## src/rtl/keypad_pkg.sv

```systemverilog
// keypad_pkg: shared key code type, sweep result type and key map for the keypad path
// Exports: key_code_t (shared with the display path), res_kind_t, sweep_res_t,
//          KEY_MAP (indexed {row, col}) and RES_IDLE (the "no key" result).
package keypad_pkg;
   typedef logic [3:0] key_code_t;
   typedef enum logic [1:0] {RES_NONE, RES_SINGLE, RES_MULTI} res_kind_t;
   typedef struct packed {
      res_kind_t kind;
      key_code_t code;
   } sweep_res_t;
   localparam key_code_t KEY_MAP [16] = '{
      4'h1, 4'h2, 4'h3, 4'hA,
      4'h4, 4'h5, 4'h6, 4'hB,
      4'h7, 4'h8, 4'h9, 4'hC,
      4'h0, 4'hF, 4'hE, 4'hD
   };
   // Non-single results always carry code 0 so whole-struct equality is meaningful.
   localparam sweep_res_t RES_IDLE = '{kind: RES_NONE, code: 4'h0};
endpackage

```

## src/rtl/sync_2ff.sv

```systemverilog
// sync_2ff: two-flop synchronizer for asynchronous inputs
// Ports: clk, rst (sync, active-high), d (async input, W bits), q (synchronized output).
module sync_2ff #(
   parameter int W = 1,
   parameter logic [W-1:0] RST_VAL = '0
) (
   input  logic         clk,
   input  logic         rst,
   input  logic [W-1:0] d,
   output logic [W-1:0] q
);
   logic [W-1:0] meta;
   always_ff @(posedge clk)
      if (rst) {q, meta} <= {RST_VAL, RST_VAL};
      else {q, meta} <= {meta, d};
endmodule

```

## src/rtl/keypad_scanner.sv

```systemverilog
// keypad_scanner: 4x4 keypad column scanner with per-sweep resolution and debounce
// Ports: clk, rst (sync, active-high); row_n (active-low rows), col_n (one column driven low);
//        key_code (last debounced single key), key_pressed (single key held),
//        key_valid (one-cycle strobe on a newly pressed key), multi_key (several keys held).
module keypad_scanner
   import keypad_pkg::*;
#(
   parameter int COL_CYCLES      = 125_000,
   parameter int DEBOUNCE_SWEEPS = 4
) (
   input  logic      clk,
   input  logic      rst,
   input  logic [3:0] row_n,
   output logic [3:0] col_n,
   output key_code_t key_code,
   output logic      key_pressed,
   output logic      key_valid,
   output logic      multi_key
);
   localparam int CW = $clog2(COL_CYCLES);
   localparam int DW = $clog2(DEBOUNCE_SWEEPS + 1);
   localparam logic [DW-1:0] D_MAX = DW'(DEBOUNCE_SWEEPS);
   logic [3:0]    row_s;
   logic [CW-1:0] cyc;
   logic [1:0]    col_idx;
   logic [15:0]   acc, hits;
   logic [DW-1:0] cnt, cnt_next;
   sweep_res_t    cand, res, prev;
   logic          tc, sweep_done, same, upd;
   sync_2ff #(.W(4), .RST_VAL(4'hF)) u_row_sync (
      .clk(clk),
      .rst(rst),
      .d(row_n),
      .q(row_s)
   );
   assign tc         = cyc == CW'(COL_CYCLES - 1);
   assign sweep_done = tc && col_idx == 2'd3;
   assign col_n      = ~(4'b0001 << col_idx);
   // Each column overwrites its own four bits of the {row, col} map, so the
   // accumulator never needs an explicit clear between sweeps.
   always_comb begin
      hits = acc;
      for (int r = 0; r < 4; r++) hits[{r[1:0], col_idx}] = ~row_s[r];
      res = RES_IDLE;
      for (int i = 0; i < 16; i++) if (hits[i]) res = '{kind: RES_SINGLE, code: KEY_MAP[i]};
      if ($countones(hits) > 1) res = '{kind: RES_MULTI, code: 4'h0};
   end
   assign same     = res == cand;
   assign cnt_next = same ? (cnt == D_MAX ? cnt : cnt + 1'b1) : DW'(1);
   // Stable state moves only on the sweep where the count first reaches the threshold.
   assign upd      = sweep_done && cnt_next == D_MAX && !(same && cnt == D_MAX);
   always_ff @(posedge clk) begin
      if (rst) begin
         cyc         <= '0;
         col_idx     <= '0;
         acc         <= '0;
         cand        <= RES_IDLE;
         cnt         <= '0;
         prev        <= RES_IDLE;
         key_code    <= 4'h0;
         key_pressed <= 1'b0;
         key_valid   <= 1'b0;
         multi_key   <= 1'b0;
      end else begin
         cyc       <= tc ? '0 : cyc + 1'b1;
         key_valid <= 1'b0;
         if (tc) begin
            col_idx <= col_idx + 1'b1;
            acc     <= hits;
         end
         if (sweep_done) begin
            cand <= res;
            cnt  <= cnt_next;
         end
         if (upd) begin
            prev        <= res;
            key_pressed <= res.kind == RES_SINGLE;
            multi_key   <= res.kind == RES_MULTI;
            if (res.kind == RES_SINGLE) key_code <= res.code;
            key_valid   <= res.kind == RES_SINGLE && res != prev;
         end
      end
   end
endmodule
```

## config.mk

```make
export PLATFORM = sky130hd
export DESIGN_NAME = keypad_scanner
export DESIGN_NICKNAME = d
export VERILOG_FILES = /design/src/rtl/keypad_pkg.sv /design/src/rtl/sync_2ff.sv /design/src/rtl/keypad_scanner.sv
export SDC_FILE = /design/constraint.sdc
export NUM_CORES = 1
export LEC_CHECK = 0
export ABC_CLOCK_PERIOD_IN_PS = 17300
export CELL_PAD_IN_SITES_DETAIL_PLACEMENT = 1
export CELL_PAD_IN_SITES_GLOBAL_PLACEMENT = 1
export CORE_MARGIN = 1
export CORE_UTILIZATION = 49
export CTS_BUF_LIST = sky130_fd_sc_hd__clkbuf_4 sky130_fd_sc_hd__clkbuf_8 sky130_fd_sc_hd__clkbuf_16
export CTS_CLUSTER_DIAMETER = 30
export DETAILED_ROUTE_END_ITERATION = 16
export PLACE_DENSITY = 0.94
export SLEW_MARGIN = 5
export SYNTH_ARGS = -nofsm -noshare
export SYNTH_HDL_FRONTEND = slang
export SYNTH_SLANG_ARGS = --single-unit
```

## constraint.sdc

```tcl
create_clock -name clk -period 17.3 [get_ports clk]
set_input_delay 5.19 -clock clk [delete_from_list [all_inputs] [get_ports clk]]
set_output_delay 5.19 -clock clk [all_outputs]
set_load 0.02 [all_outputs]
```

==> results of run 1 <==
state kept, by name (all words and copies together) (netlist names), 2 cells and up:
| register | flops |
|---|---|
| cyc | 17 |
| col_idx | 2 |
| prev | 5 |
| u_row_sync.q | 4 |
| acc | 16 |
| key_code | 4 |
| cnt | 3 |
| u_row_sync.meta | 4 |
| cand | 6 |
power by group through the flow:
stage	sequential (uW)	clock, uW	combinational [uW]
after floorplan	153	0	12.5
after detailed placement	153	0	17.1
after global routing	150	171	19.0
final	150	162	17.3
after CTS	150	164	17.3
after global placement	153	0	16.4
synth_stat cells, types with 2 or more instances:
cell type and number:
a21o_1 3, xnor2_1 10, and2_1 11, nand2b_1 8, inv_1 29, nand3b_1 2, buf_2 2, xor2_1 11
o21ai_0 6, a21oi_1 34, and3_1 3, a41o_1 2, or3_1 4, fa_1 10, o211a_1 3, o21ai_1 2
nand3_1 7, and4_1 5, nand4b_1 2, ha_1 14, o211ai_1 2, o21bai_1 2, mux2i_1 7, dfxtp_1 64
inv_2 2, a211oi_1 3, nor2_1 47, nor2b_1 6, o2111ai_1 2, nor4_1 5, clkbuf_1 13, nor3_1 6
o221ai_1 2, nor3b_1 2, nand2_1 65, mux2_1 4, or2_1 3, nand4_1 3, or2_2 9, o22ai_1 4
metal layers:
layer / routed length (um) / up-vias / track usage
li1: - / 1512 / -
met1: 4238 / 1546 / 0.3250
met2: 4884 / 67 / 0.4615
met3: 346 / 30 / 0.05938
met4: 328 / 0 / 0.1496
met5: 0 / - / 0
stage by stage:
| stage | total power [uW] | hold slack [ns] | utilization | cells | cell area (um^2) |
|---|---|---|---|---|---|
| detailed placement | 170.4 | 0.4065 | 0.5350 | 539 | 3860 |
| global route | 340.0 | 0.4360 | 0.5702 | 555 | 4114 |
| CTS | 330.9 | 0.4288 | 0.5702 | 555 | 4114 |
| finish | 329.7 | 0.4294 | 0.5702 | 555 | 4114 |
| global placement | 169.6 | 0.3920 | 0.5350 | 539 | 3860 |
| floorplan | 165.3 | 0.3895 | - | 440 | 3641 |
path summary, 6_finish.rpt:
path | end | slack (ns) | from | cells after the start
hold reg to reg | u_row_sync.q[3]$_SDFF_PP1_ | 0.43 | u_row_sync.meta[3]$_SDFF_PP1_ | 1
hold / removal | u_row_sync.q[3]$_SDFF_PP1_ | 0.43 | u_row_sync.meta[3]$_SDFF_PP1_ | 1
setup / recovery | col_n[3] | 10.15 | col_idx[1]$_SDFFE_PP0N_ | 3
setup reg to reg | prev[5]$_SDFFE_PP0P_ | 10.32 | col_idx[1]$_SDFFE_PP0N_ | 20
cells by family after synthesis:
| family | after synthesis | synth area share |
|---|---|---|
| buffers and inverters | 48 | 0.05327 |
| AOI/OAI and AO/OA | 78 | 0.1426 |
| and+or+nand+nor | 193 | 0.2639 |
| xor gates and xnor gates | 21 | 0.05051 |
| adders and majority gates | 24 | 0.1031 |
| muxes | 12 | 0.03471 |
| DFF | 64 | 0.3519 |
worst reg2reg max path, delay by kind of cell, from the launching register on:
kind                       cells  cell delay, ns
adders and majority gates      7            2.81
DFF                            1            0.35
AOI/OAI and AO/OA              1            0.54
buffers and inverters          5            0.43
and+or+nand+nor                6            2.38
muxes                          1            0.36
cell type report:
cell class	count	area (um^2)
tap	99	123.9
timing repair buffer	17	167.7
clock buffer	10	137.6
fill	885	3100
multi-input combinational	328	2171
clock inverter	6	116.4
sequential	64	1281
inverter	31	116.4
==> impl_metrics.env, run 1 <==
export IMPL_slew_headroom=0.1812
export IMPL_p_leak_uw=0.001604
export IMPL_cp_num_buf_inv=2
export IMPL_grt_usage=0.2742
export IMPL_die_area_um2=7779
export IMPL_cts_htree_levels=3
export IMPL_layout_setup_ws_ns=10.15
export IMPL_postSynthCellCount=440
export IMPL_final_common_cell="nand2_1"
export IMPL_slew_viol_final=0
export IMPL_synth_warnings=0
export IMPL_ys_seq_area_frac=0.3519
export IMPL_fin_nets=481
export IMPL_root_buffer="clkbuf_8"
export IMPL_antenna_found_initial=0
export IMPL_grt_ovfl_total=0
export IMPL_core_um2=7214
export IMPL_yosysTopAreaCell="dfxtp_1"
export IMPL_grt_pass1_vias=3364
export IMPL_start_util=0.5047
export IMPL_syn2layout_area_growth_pct=12.99
export IMPL_synth_top_area_share=0.3519
export IMPL_ys_types=61
export IMPL_drive_gt1_frac=0.07895
export IMPL_cts_tree="done"
export IMPL_cp_required_ns=12.11
export IMPL_clock_latency_ns=0.35
export IMPL_crit_path_end_kind="primary output"
export IMPL_finalCritPeriodShare=0.4130
export IMPL_path_class="flip-flop to primary output"
export IMPL_synth_async_reset_ratio=0
export IMPL_synth_area_leaders="dfxtp_1, nand2_1, fa_1"
export IMPL_maxCapViolCount=0
export IMPL_slowest_delay_ns=0.59
export IMPL_drc=0
export IMPL_min_period_ns=7.145
export IMPL_clk_pin_slew_ns=0.07
export IMPL_power_switching_uw=74.13
export IMPL_power_frac_seq=0.455
export IMPL_grt_pass1_wl_um=16090
export IMPL_hpwl_um=6999
export IMPL_worstMarginPinSlew_ns=1.222
export IMPL_finClkSkew_ns=0.008650
export IMPL_numCtsBuffers=9
export IMPL_max_freq_mhz=140.0
export IMPL_startpoint_type="flip-flop"
export IMPL_die_w_um=88.20
export IMPL_synthFlopType="dfxtp_1"
export IMPL_synth_edf_count=0
export IMPL_viasPerCell=5.685
export IMPL_pre_cts_ws_ns=10.21
export IMPL_cts_sinks=64
export IMPL_avgSynthCellArea_um2=8.275
export IMPL_path_cells="ha_1 > inv_1 > clkdlybuf4s50_1"
export IMPL_ios=17
export IMPL_grt_setup_unrepaired="no"
export IMPL_wl_per_cell_um=17.65
export IMPL_finalHoldViolCount=0
export IMPL_first_pass_iters=4
export IMPL_ys_ff_latch=64
export IMPL_power_density_nw_per_um2=80.13
export IMPL_critical_path_top_delay_family="buffers and inverters"
export IMPL_ir_drop_mv=0.06671
export IMPL_clkPwrFrac=0.493
export IMPL_hold_path_class="flip-flop to flip-flop"
export IMPL_gp_congestion=0.8702
export IMPL_die_height_um=88.20
export IMPL_diodes=0
export IMPL_ant_nets=0
export IMPL_drt_iter0_drc=202
export IMPL_post_cts_buffers=0
export IMPL_io_buffers=16
export IMPL_synth_nets=470
export IMPL_cp_arrival_ns=1.96
export IMPL_sw_frac_of_total=0.2249
export IMPL_crit_path_max_fanout=12
export IMPL_setup_viol=0
export IMPL_vias=3155
export IMPL_num_rows=31
export IMPL_slowest_stage="clkdlybuf4s50_1"
export IMPL_p_comb_frac=0.052
export IMPL_status="complete, no violations"
export IMPL_clockBufferDepth=2
export IMPL_syn_area_um2=3641
export IMPL_wl_um=9797
export IMPL_p_int_uw=255.5
export IMPL_ctsHoldBuffers=0
export IMPL_grt_max_degree=48
export IMPL_setup_tns_final_ns=0
export IMPL_cts_resized=0
export IMPL_layout_common_cells="nand2_1, dfxtp_1, nor2_1"
Note: power is estimated with default switching activity, not from simulation.
==> run 2: changes to the inputs <==
--- a/config.mk
+++ b/config.mk
@@ -5,15 +5,15 @@
 export SDC_FILE = /design/constraint.sdc
 export NUM_CORES = 1
 export LEC_CHECK = 0
-export ABC_CLOCK_PERIOD_IN_PS = 17300
+export ABC_CLOCK_PERIOD_IN_PS = 7050
 export CELL_PAD_IN_SITES_DETAIL_PLACEMENT = 1
 export CELL_PAD_IN_SITES_GLOBAL_PLACEMENT = 1
 export CORE_MARGIN = 1
-export CORE_UTILIZATION = 49
+export CORE_UTILIZATION = 46
 export CTS_BUF_LIST = sky130_fd_sc_hd__clkbuf_4 sky130_fd_sc_hd__clkbuf_8 sky130_fd_sc_hd__clkbuf_16
 export CTS_CLUSTER_DIAMETER = 30
 export DETAILED_ROUTE_END_ITERATION = 16
-export PLACE_DENSITY = 0.94
+export PLACE_DENSITY = 0.9
 export SLEW_MARGIN = 5
 export SYNTH_ARGS = -nofsm -noshare
 export SYNTH_HDL_FRONTEND = slang
==> constraint.sdc (replaced) <==
create_clock -name clk -period 7.05 [get_ports clk]
set_input_delay 2.115 -clock clk [delete_from_list [all_inputs] [get_ports clk]]
set_output_delay 2.115 -clock clk [all_outputs]
set_load 0.02 [all_outputs]
==> run 2 against run 1 <==
Against the previous run:
- non-clock buffer count grew 3
- wire length grew 0.78%
- flip-flop and latch count stayed put
- final cell count up 1.1%
- largest cell class unchanged
- register-to-register slack lost 10 ns
- global-route usage fell by 1.4 points
- clock skew up 0.0062 ns
- largest power group is now registers
- first-iteration DRC count increased by 6.9%
- die area rose by 6.4%
- critical path depth up 17
- sequential share of layout area is 0.11 points higher
==> impl_metrics.env, run 2 (synthesis gave the netlist of run 1 again) <==
export IMPL_final_common_cell="nand2_1"
export IMPL_min_to="u_row_sync.q[3]$_SDFF_PP1_"
export IMPL_slew_headroom=0.4161
export IMPL_viasPerCell=5.740
export IMPL_finalCritPeriodShare=0.9483
export IMPL_grt_pass1_vias=3439
export IMPL_reg2reg_to="multi_key$_SDFFE_PP0P_"
export IMPL_rrSetupSlack_ns=0.36
export IMPL_slowest_stage="or4b_1"
export IMPL_cts_tree="done"
export IMPL_worstMarginPinSlew_ns=0.8679
export IMPL_path_cells="inv_1 > ha_1 > inv_1 > o21ai_1 > fa_1 > fa_1 > inv_1 > fa_1 > fa_1 > inv_1 > ha_1 > inv_1 > fa_1 > nor3b_1 > nand2_1 > and2_1 > or4b_1 > nor4_4 > and4_4 > mux2_1"
export IMPL_slew_viol_final=0
export IMPL_pre_cts_ws_ns=0.07382
export IMPL_slowest_delay_ns=0.55
export IMPL_root_buffer="clkbuf_8"
export IMPL_maxCapViolCount=0
export IMPL_diodes=0
export IMPL_die_height_um=90.97
export IMPL_ant_nets=0
export IMPL_numCtsBuffers=9
export IMPL_vias=3220
export IMPL_grt_pass1_wl_um=16950
export IMPL_clk_pin_slew_ns=0.08
export IMPL_cts_htree_levels=3
export IMPL_clockBufferDepth=2
export IMPL_crit_path_max_fanout=9
export IMPL_start_util=0.4736
export IMPL_hpwl_um=7102
export IMPL_io_buffers=16
export IMPL_fin_nets=484
export IMPL_ios=17
export IMPL_die_area_um2=8275
export IMPL_gp_congestion=0.9194
export IMPL_num_rows=32
export IMPL_use_met2=0.4545
export IMPL_first_pass_iters=4
export IMPL_post_cts_buffers=0
export IMPL_path_class="flip-flop to flip-flop"
export IMPL_min_from="u_row_sync.meta[3]$_SDFF_PP1_"
export IMPL_startpoint_type="flip-flop"
export IMPL_top_register="cyc"
export IMPL_cts_sinks=64
export IMPL_power_density_nw_per_um2=181.0
export IMPL_regToRegStartpoint="col_idx[1]$_SDFFE_PP0N_"
export IMPL_wl_um=9873
export IMPL_crit_path_end_kind="flip-flop"
export IMPL_max_freq_mhz=149.6
export IMPL_setup_tns_final_ns=0
export IMPL_cp_num_buf_inv=5
export IMPL_use_met1=0.3109
export IMPL_grt_max_degree=48
export IMPL_clock_latency_ns=0.35
export IMPL_cp_arrival_ns=6.93
export IMPL_final_util=0.5332
export IMPL_grt_busiest_layer="met2"
export IMPL_reg_top3="cyc: 17 flops, acc: 16 flops, cand: 6 flops"
export IMPL_cp_required_ns=7.29
export IMPL_hold_path_class="flip-flop to flip-flop"
export IMPL_ir_drop_mv=0.1377
export IMPL_worstHoldPathCells=1
export IMPL_finClkSkew_ns=0.01490
export IMPL_power_total_uw=741.8
export IMPL_grt_usage=0.2597
export IMPL_layout_common_cells="nand2_1, dfxtp_1, nor2_1"
export IMPL_place_inst=545
export IMPL_antenna_found_initial=0
export IMPL_critical_path_top_delay_family="adder cells"
export IMPL_setup_viol=0
export IMPL_use_met3=0.05528
export IMPL_drt_iter0_drc=216
export IMPL_syn2layout_area_growth_pct=12.58
export IMPL_p_leak_uw=0.001588
export IMPL_largest_register_ffs=17
export IMPL_grt_setup_unrepaired="no"
export IMPL_status="complete, no violations"
export IMPL_wl_per_cell_um=17.60
export IMPL_drive_gt1_frac=0.09150
export IMPL_reg2reg_depth=20
export IMPL_drc=0
export IMPL_grt_ovfl_total=0
export IMPL_instances_no_fill=561
export IMPL_min_period_ns=6.686
export IMPL_layout_setup_ws_ns=0.3644
export IMPL_core_um2=7687
export IMPL_finalHoldViolCount=0
export IMPL_die_w_um=90.97
-- run 2: changes by cell type in the layout (fill, tap and decap cells not counted), sizes merged --
cell      delta
clkinv       -1
buf          +3
bufinv       -2
inv          +1
clkinvlp     +2
-- run 2: through the flow --
| step | hold WS (ns) | cell area, um^2 |
|---|---|---|
| 2_1_floorplan | 0.3895 | 3641 |
| 3_3_place_gp | 0.3914 | 3886 |
| 3_5_place_dp | 0.3986 | 3886 |
| 5_1_grt | 0.4270 | 4099 |
| 4_1_cts | 0.4175 | 4091 |
| 6_report | 0.4131 | 4099 |
-- run 2: per-layer routing --
layer  vias up  part of all wire
li1       1521                 -
met1      1597              0.43
met2        76              0.51
met3        26             0.038
met4         0             0.024
met5         -                 0
-- run 2: worst max-delay path by stage --
stage | start | to | slack, ns | depth (start not counted)
after floorplan | col_idx[1]$_SDFFE_PP0N_ | multi_key$_SDFFE_PP0P_ | 0.85 | 21
after global placement | col_idx[1]$_SDFFE_PP0N_ | multi_key$_SDFFE_PP0P_ | 0.50 | 20
after detailed placement | col_idx[1]$_SDFFE_PP0N_ | multi_key$_SDFFE_PP0P_ | 0.07 | 20
after CTS | col_idx[1]$_SDFFE_PP0N_ | multi_key$_SDFFE_PP0P_ | 0.09 | 20
after global routing | col_idx[1]$_SDFFE_PP0N_ | multi_key$_SDFFE_PP0P_ | 0.07 | 20
final | col_idx[1]$_SDFFE_PP0N_ | multi_key$_SDFFE_PP0P_ | 0.36 | 20
-- run 2: final cells by class --
cell class / instances / area [um^2]
fillers: 944 / 3588
clock inverters: 6 / 67.56
clock buffers: 10 / 137.6
repair buffers: 20 / 190.2
inverters: 31 / 116.4
flip-flops and latches: 64 / 1281
well taps: 102 / 127.6
multi-input cells: 328 / 2178
-- run 2: report_power, final --
part           switching, uW  internal [uW]  total [uW]
logic                   26.8           16.5        43.4
registers               3.12            365         368
clock network            156            174         330
total                    186            555         742
-- run 2: repair_timing --
action | 4_1_cts | 5_1_grt
setup endpoints to repair | 0 | 9
hold buffers | 0 | 0
resized for setup | 0 | 5
==> run 3: changes to the inputs <==
--- a/config.mk
+++ b/config.mk
@@ -5,15 +5,17 @@
 export SDC_FILE = /design/constraint.sdc
 export NUM_CORES = 1
 export LEC_CHECK = 0
+export ABC_AREA = 1
 export ABC_CLOCK_PERIOD_IN_PS = 7050
 export CELL_PAD_IN_SITES_DETAIL_PLACEMENT = 1
 export CELL_PAD_IN_SITES_GLOBAL_PLACEMENT = 1
 export CORE_MARGIN = 1
-export CORE_UTILIZATION = 46
+export CORE_UTILIZATION = 44
 export CTS_BUF_LIST = sky130_fd_sc_hd__clkbuf_4 sky130_fd_sc_hd__clkbuf_8 sky130_fd_sc_hd__clkbuf_16
 export CTS_CLUSTER_DIAMETER = 30
+export CTS_CLUSTER_SIZE = 24
 export DETAILED_ROUTE_END_ITERATION = 16
-export PLACE_DENSITY = 0.9
+export PLACE_DENSITY = 0.89
 export SLEW_MARGIN = 5
 export SYNTH_ARGS = -nofsm -noshare
 export SYNTH_HDL_FRONTEND = slang
==> run 3 against run 2 <==
Against the previous run:
- critical path depth rose by 5
- setup slack improved by 0.47 ns
- first-iteration DRC count fell by 51%
- core utilization fell by 1.2 points
- final cell count rose by 8.2%
- clock power rose by 22%
- synthesized cell count rose by 10%
- register-to-register slack improved by 0.47 ns
- count of clock-buffer cells in the layout rose by 1
- fmax rose by 7.6%
- largest power group is now the clock network
- highest routed layer unchanged
==> impl_metrics.env, run 3 <==
export IMPL_status="complete, no violations"
export IMPL_grt_ovfl_total=0
export IMPL_viasPerCell=5.321
export IMPL_path_class="flip-flop to flip-flop"
export IMPL_root_buffer="clkbuf_8"
export IMPL_min_from="u_row_sync.meta[1]$_SDFF_PP1_"
export IMPL_startpoint_type="flip-flop"
export IMPL_synth_top_area_share=0.3587
export IMPL_syn2layout_area_growth_pct=13.91
export IMPL_top_register="cyc"
export IMPL_final_common_cell="nand2_1"
export IMPL_critical_path_top_delay_family="adder cells"
export IMPL_final_cell_area_um2=4069
export IMPL_post_cts_buffers=0
export IMPL_max_freq_mhz=160.9
export IMPL_regToRegStartpoint="col_idx[1]$_SDFFE_PP0N_"
export IMPL_wl_um=9699
export IMPL_avgSynthCellArea_um2=7.381
export IMPL_core_um2=7807
export IMPL_hpwl_um=6708
export IMPL_cp_required_ns=7.33
export IMPL_place_area_um2=3820
export IMPL_crit_cells=25
export IMPL_slowest_delay_ns=0.55
export IMPL_crit_path_max_fanout=10
export IMPL_grt_setup_unrepaired="no"
export IMPL_finalCritPeriodShare=0.8817
export IMPL_power_frac_seq=0.446
export IMPL_sw_frac_of_total=0.2335
export IMPL_p_int_uw=631.2
export IMPL_min_period_ns=6.216
export IMPL_die_w_um=92.11
export IMPL_ant_nets=0
export IMPL_synth_commonest_cells="nand2_1, inv_1, dfxtp_1"
export IMPL_die_height_um=92.11
export IMPL_nFillCells=984
export IMPL_cts_tree="done"
export IMPL_clkPwrFrac=0.491
export IMPL_clock_latency_ns=0.35
export IMPL_power_switching_uw=192.3
export IMPL_largest_register_ffs=17
export IMPL_clockBufferDepth=2
export IMPL_gp_congestion=0.8185
export IMPL_crit_path_end_kind="flip-flop"
export IMPL_clk_pin_slew_ns=0.08
export IMPL_cp_num_buf_inv=7
export IMPL_ir_drop_mv=0.1064
export IMPL_p_comb_frac=0.063
export IMPL_setup_viol=0
export IMPL_p_leak_uw=0.001836
export IMPL_maxCapViolCount=0
export IMPL_synth_nets=514
export IMPL_hold_path_class="flip-flop to flip-flop"
export IMPL_cts_resized=0
export IMPL_rrSetupSlack_ns=0.83
export IMPL_slew_viol_final=0
export IMPL_synthFlopType="dfxtp_1"
export IMPL_reg2reg_depth=25
export IMPL_grt_pass1_vias=3486
export IMPL_seq_area_um2=1281
export IMPL_drt_iter0_drc=106
export IMPL_synth_warnings=0
export IMPL_first_pass_iters=4
export IMPL_grt_usage=0.2537
export IMPL_finalHoldViolCount=0
export IMPL_fin_nets=530
export IMPL_vias=3230
export IMPL_multi_input_area_um2=1938
export IMPL_power_density_nw_per_um2=202.4
export IMPL_worstMarginPinSlew_ns=0.9288
export IMPL_grt_max_degree=32
export IMPL_slowest_stage="fa_1"
export IMPL_min_to="u_row_sync.q[1]$_SDFF_PP1_"
export IMPL_slew_headroom=0.3751
export IMPL_layout_common_cells="nand2_1, inv_1, dfxtp_1"
export IMPL_cp_arrival_ns=6.50
export IMPL_start_util=0.4575
export IMPL_ctsHoldBuffers=0
export IMPL_grt_pass1_wl_um=16650
export IMPL_drc=0
export IMPL_postSynthCellCount=484
export IMPL_setup_tns_final_ns=0
export IMPL_num_rows=32
export IMPL_reg_top3="cyc: 17 flops, acc: 16 flops, cand: 6 flops"
export IMPL_synth_async_reset_ratio=0
export IMPL_numCtsBuffers=9
export IMPL_yosysTopAreaCell="dfxtp_1"
export IMPL_synth_area_leaders="dfxtp_1, nand2_1, inv_1"
export IMPL_reg2reg_to="multi_key$_SDFFE_PP0P_"
export IMPL_ys_ff_latch=64
export IMPL_yosysMostFrequentCell="nand2_1"
export IMPL_antenna_found_initial=0
export IMPL_synth_edf_count=0
export IMPL_drive_gt1_frac=0.1050
export IMPL_finClkSkew_ns=0.01151
export IMPL_worstHoldPathCells=1
export IMPL_die_area_um2=8483
export IMPL_ys_seq_area_frac=0.3587
export IMPL_cts_sinks=64
export IMPL_wl_per_cell_um=15.98
export IMPL_syn_area_um2=3572
export IMPL_diodes=0
export IMPL_io_buffers=16
export IMPL_ios=17
export IMPL_ys_types=42
export IMPL_cts_htree_levels=3
==> run 3: cell types whose count changed after synthesis, moves of 7 or more <==
| cell | delta |
|---|---|
| nand2b_1 | -8 |
| and2_1 | -10 |
| xnor2_1 | -9 |
| o21ai_2 | +9 |
| o21ai_0 | +16 |
| a211oi_1 | +11 |
| mux2i_1 | -7 |
| nand2_1 | +34 |
| inv_1 | +48 |
| nand3_1 | +12 |
==> run 3: area by class of cell <==
class / count / share of cell area
repair buffers: 17 / 0.04121
inverters: 81 / 0.07503
multi-input cells: 327 / 0.4763
clock buffers: 11 / 0.03567
clock inverters: 5 / 0.02552
flip-flops and latches: 64 / 0.3149
well taps: 102 / 0.03137
==> run 3: per-stage QoR <==
| step | worst slack (ns) | util | power [uW] | instances | hold WS (ns) |
|---|---|---|---|---|---|
| finish | 0.8343 | 0.5212 | 823.5 | 607 | 0.4093 |
| global route | 0.4288 | 0.5212 | 850.3 | 607 | 0.4188 |
| CTS | 0.7645 | 0.5212 | 825.6 | 607 | 0.4122 |
| detailed placement | 0.8940 | 0.4893 | 426.2 | 591 | 0.3961 |
| global placement | 1.390 | 0.4893 | 422.5 | 591 | 0.3912 |
| floorplan | 1.701 | - | 411.3 | 484 | 0.3895 |
==> run 3: worst max-delay path by stage <==
stage / from / end / slack (ns)
finish: col_idx[1]$_SDFFE_PP0N_ / multi_key$_SDFFE_PP0P_ / 0.83
global route: col_idx[1]$_SDFFE_PP0N_ / prev[0]$_SDFFE_PP0P_ / 0.43
CTS: col_idx[1]$_SDFFE_PP0N_ / prev[2]$_SDFFE_PP0P_ / 0.76
detailed placement: col_idx[1]$_SDFFE_PP0N_ / prev[2]$_SDFFE_PP0P_ / 0.89
global placement: col_idx[1]$_SDFFE_PP0N_ / key_code[0]$_SDFFE_PP0P_ / 1.39
floorplan: col_idx[1]$_SDFFE_PP0N_ / prev[0]$_SDFFE_PP0P_ / 1.70
==> run 3: power by group through the flow <==
| stage | registers, uW | clock network [uW] | logic [uW] |
|---|---|---|---|
| 3_3_place_gp | 375 | 0 | 47.1 |
| 4_1_cts | 368 | 406 | 52.0 |
| 6_report | 368 | 404 | 51.5 |
| 3_5_place_dp | 376 | 0 | 50.3 |
| 5_1_grt | 368 | 425 | 57.8 |
| 2_1_floorplan | 375 | 0 | 36.5 |
==> run 3: worst reg2reg max path: cells and delay by family (launching register included) <==
family | cells | cell delay, ns
adders and majority gates | 7 | 2.91
and+or+nand+nor | 8 | 1.22
AOI/OAI and AO/OA | 3 | 0.81
buffers and inverters | 7 | 0.81
DFF | 1 | 0.38
==> run 3: cells by family after synthesis <==
logic type	share of synthesized area
AO/OA/AOI/OAI	0.1510
XOR/XNOR	0.01716
adder cells (fa/ha/maj)	0.1051
buffers and inverters	0.09877
flip-flops	0.3587
AND/OR/NAND/NOR	0.2694
==> run 3: layer usage <==
layer,wire length (um),GRT usage,vias to the layer above
met3,240,0.04146,21
met1,4205,0.2879,1573
met5,0,0,-
li1,-,-,1581
met2,5036,0.4652,55
met4,216,0.1094,0
==> RTL edit 1: new RTL, flow settings as in run 2 <==
Reset style: asynchronous (`rst`), changed in 2 clocked blocks.
--- a/src/rtl/sync_2ff.sv
+++ b/src/rtl/sync_2ff.sv
@@ -12,3 +12,3 @@
    logic [W-1:0] meta;
-   always_ff @(posedge clk)
+   always_ff @(posedge clk or posedge rst)
       if (rst) {q, meta} <= {RST_VAL, RST_VAL};
--- a/src/rtl/keypad_scanner.sv
+++ b/src/rtl/keypad_scanner.sv
@@ -51,3 +51,3 @@
    assign upd      = sweep_done && cnt_next == D_MAX && !(same && cnt == D_MAX);
-   always_ff @(posedge clk) begin
+   always_ff @(posedge clk or posedge rst) begin
       if (rst) begin
Formal check against the unedited RTL: no difference found for any inputs over 10 cycles, from zero or initial values and one cycle with rst high; that may be too few to reach the edited logic, so the function may still have changed.
==> RTL edit 1 against run 2 <==
  * Synthesized area increased by 7.4%
  * Largest cell class unchanged
  * Routed wire length increased by 5.2%
  * Clock power up 12%
  * Setup slack gained 0.025 ns
  * Sequential cell count unchanged
  * Via count decreased by 5.1%
  * Utilization is 1.0 points higher
  * Cell area increased by 9.0%
  * Total power increased by 7.0%
==> RTL edit 1: results <==
group,metric,value,unit
power,powerComb,52.3,uW
placed_design,dp_hpwl,7320,microns
grt,grt_use_met2,0.444,
sta,fin_skew,0.0114,ns
logic_synthesis,synthArstFlopShare,1.00,
drt,wl_met3,441,microns
placed_design,placed_area,4190,sq um
sta,whs,0.358,ns
critical_path,r2r_slack,0.39,ns
drt,wl_met2,5370,microns
layout,multi_input_gates,277,
status,status,"finished, final reports clean",
logic_synthesis,syn_nets,423,
placed_design,dpl_worst_slack,0.109,ns
layout,multi_input_area_share,0.474,
grt,grt_pass1_vias,3372,
logic_synthesis,muxShareOfSynthArea,0.0477,
placed_design,placed_cells,510,
grt,grt_pass1_wl,17300,microns
grt,met3_usage,0.0558,
logic_synthesis,synth_seq_area_share,0.412,
layout,finalNetCount,447,
drt,m1WireLength,4300,microns
critical_path,crit_fanout,8,
layout,final_util,0.544,
RTL edit 1: cell types whose count changed in the layout (fill, tap and decap cells not counted), sizes merged, moves of 6 or more:
| cell | run 2 | this run |
|---|---|---|
| dfxtp | 64 | 0 |
| dfrtp | 0 | 56 |
| a21oi | 34 | 5 |
| nand2 | 65 | 43 |
| o21ai | 8 | 25 |
| nor2 | 48 | 33 |
| inv | 32 | 44 |
| or2 | 12 | 2 |
| dfstp | 0 | 8 |
| mux2 | 5 | 11 |
RTL edit 1: final timing paths:
check	startpoint	endpoint	cells after the start
hold reg to reg	u_row_sync.meta[0]	u_row_sync.q[0]	0
hold / removal	u_row_sync.meta[0]	u_row_sync.q[0]	0
setup reg to reg	col_idx[0]	prev[2]	22
setup / recovery	col_idx[0]	prev[2]	22
min in group asynchronous	rst	cyc[9]	3
max in group asynchronous	rst	acc[10]	3
==> RTL edit 2: new RTL, settings of run 2 <==
Made on the original files. Set the parameter `COL_CYCLES` to 62_500 (it was 125_000).
--- a/src/rtl/keypad_scanner.sv
+++ b/src/rtl/keypad_scanner.sv
@@ -7,3 +7,3 @@
 #(
-   parameter int COL_CYCLES      = 125_000,
+   parameter int COL_CYCLES      = 62_500,
    parameter int DEBOUNCE_SWEEPS = 4
Behaviour: same outputs for any inputs over 10 cycles, from zero or initial values and one cycle with rst high; that may be too few to reach the edited logic, so the function may still have changed.
==> RTL edit 2 against run 2 <==
  * Clock power increased by 24%
  * First-iteration DRC count fell by 23%
  * Critical path depth grew 1
  * Total power grew 10%
  * Sequential cell count shrank 1
  * Synthesized area fell by 0.41%
  * Non-clock buffer count up 6
  * Utilization rose by 0.99 points
  * Hold slack improved by 0.0029 ns
  * Setup slack got worse by 0.13 ns
  * Routed wire length rose by 4.7%
  * Cell area increased by 1.9%
  * Largest cell class unchanged
  * Largest power group is now clock
==> RTL edit 2: results <==
group,metric,value,unit
status,status,"finished, final reports clean",
layout,layout-drive-gt1-share,0.122,
power,powerSeq,363,uW
grt,grt_pass1_wl,17100,microns
clock_tree,ctsResizeCount,1,
drt,drtIter0Drc,167,
power,powerComb,47.9,uW
drt,m1WireLength,4370,microns
placed_design,placed_cells,537,
sta,fin_skew,0.0152,ns
logic_synthesis,synth_seq_area_share,0.348,
critical_path,crit_fanout,17,
layout,finalNetCount,476,
drt,drt-total-wl,10300,microns
clock_tree,clock_latency,0.37,ns
drt,viasPerCell,5.76,
critical_path,arrival,7.07,ns
grt,track_usage,0.266,
grt,grt_max_degree,56,
logic_synthesis,yosys-top-cells-count,"76 x nor2_1, 63 x dfxtp_1, 30 x inv_1",
layout,final-instance-count-excl-fill,553,
logic_synthesis,avgSynthCellArea,8.51,sq um
critical_path,critPathMaxStageDelay,0.62,ns
layout,reg.largest.list,"acc (16), cyc (16), cand (6)",
sta,tightest_slew,0.892,ns
power,p_leak,0.00176,uW
clock_tree,postCtsSetupBuffers,0,
grt,met3_usage,0.0581,
grt,grt_pass1_vias,3488,
power,switching_share,0.245,
drt,wl_met3,443,microns
logic_synthesis,syn_nets,456,
placed_design,dp_hpwl,7260,microns
layout,fill_cells,939,
placed_design,gp_congestion,0.927,
drt,wl_met2,5140,microns
power,ir_drop,0.000138,V
grt,grt_use_met2,0.457,
critical_path,r2r_slack,0.23,ns
-- RTL edit 2: cell count changes after synthesis, moves of 7 or more --
cell / delta
nor2_1: +29
and2_1: -8
nand2b_1: +7
a21oi_1: -13
mux2i_1: +14
nand2_1: -42
-- RTL edit 2: cells by family (layout without fill, tap and decap cells) --
logic type	after synthesis	in the layout	synth area share
xor+xnor	21	21	0.0507
simple gates	175	175	0.235
buf+inv	48	73	0.0531
mux	24	24	0.0694
fa+ha+maj	24	24	0.104
compound gates	71	71	0.141
flops	63	63	0.348
-- RTL edit 2: area by class of cell --
class / instances / area (sq um) / share of cell area
Sequential cell: 63 / 1260 / 0.302
Clock inverter: 7 / 128 / 0.0306
Timing Repair Buffer: 26 / 230 / 0.0551
Inverter: 31 / 116 / 0.0279
Tap cell: 102 / 128 / 0.0306
Clock buffer: 9 / 124 / 0.0297
Multi-Input combinational cell: 315 / 2190 / 0.524
-- RTL edit 2: through the flow --
stage / hold WS [ns] / area, sq um / worst slack, ns / power, uW / utilization
floorplan: 0.389 / 3630 / 0.471 / 402 / -
global placement: 0.394 / 3910 / 0.335 / 413 / 0.508
detailed placement: 0.401 / 3910 / 0.0242 / 417 / 0.508
CTS: 0.420 / 4160 / 0.0546 / 822 / 0.541
global route: 0.441 / 4180 / 0.0238 / 846 / 0.543
finish: 0.416 / 4180 / 0.232 / 819 / 0.543
-- RTL edit 2: worst paths after layout --
| kind | from | to | cells after the start |
|---|---|---|---|
| max | col_idx[1] | key_code[1] | 21 |
| min | u_row_sync.meta[0] | u_row_sync.q[0] | 1 |
| max reg2reg | col_idx[1] | key_code[1] | 21 |
| min reg2reg | u_row_sync.meta[0] | u_row_sync.q[0] | 1 |
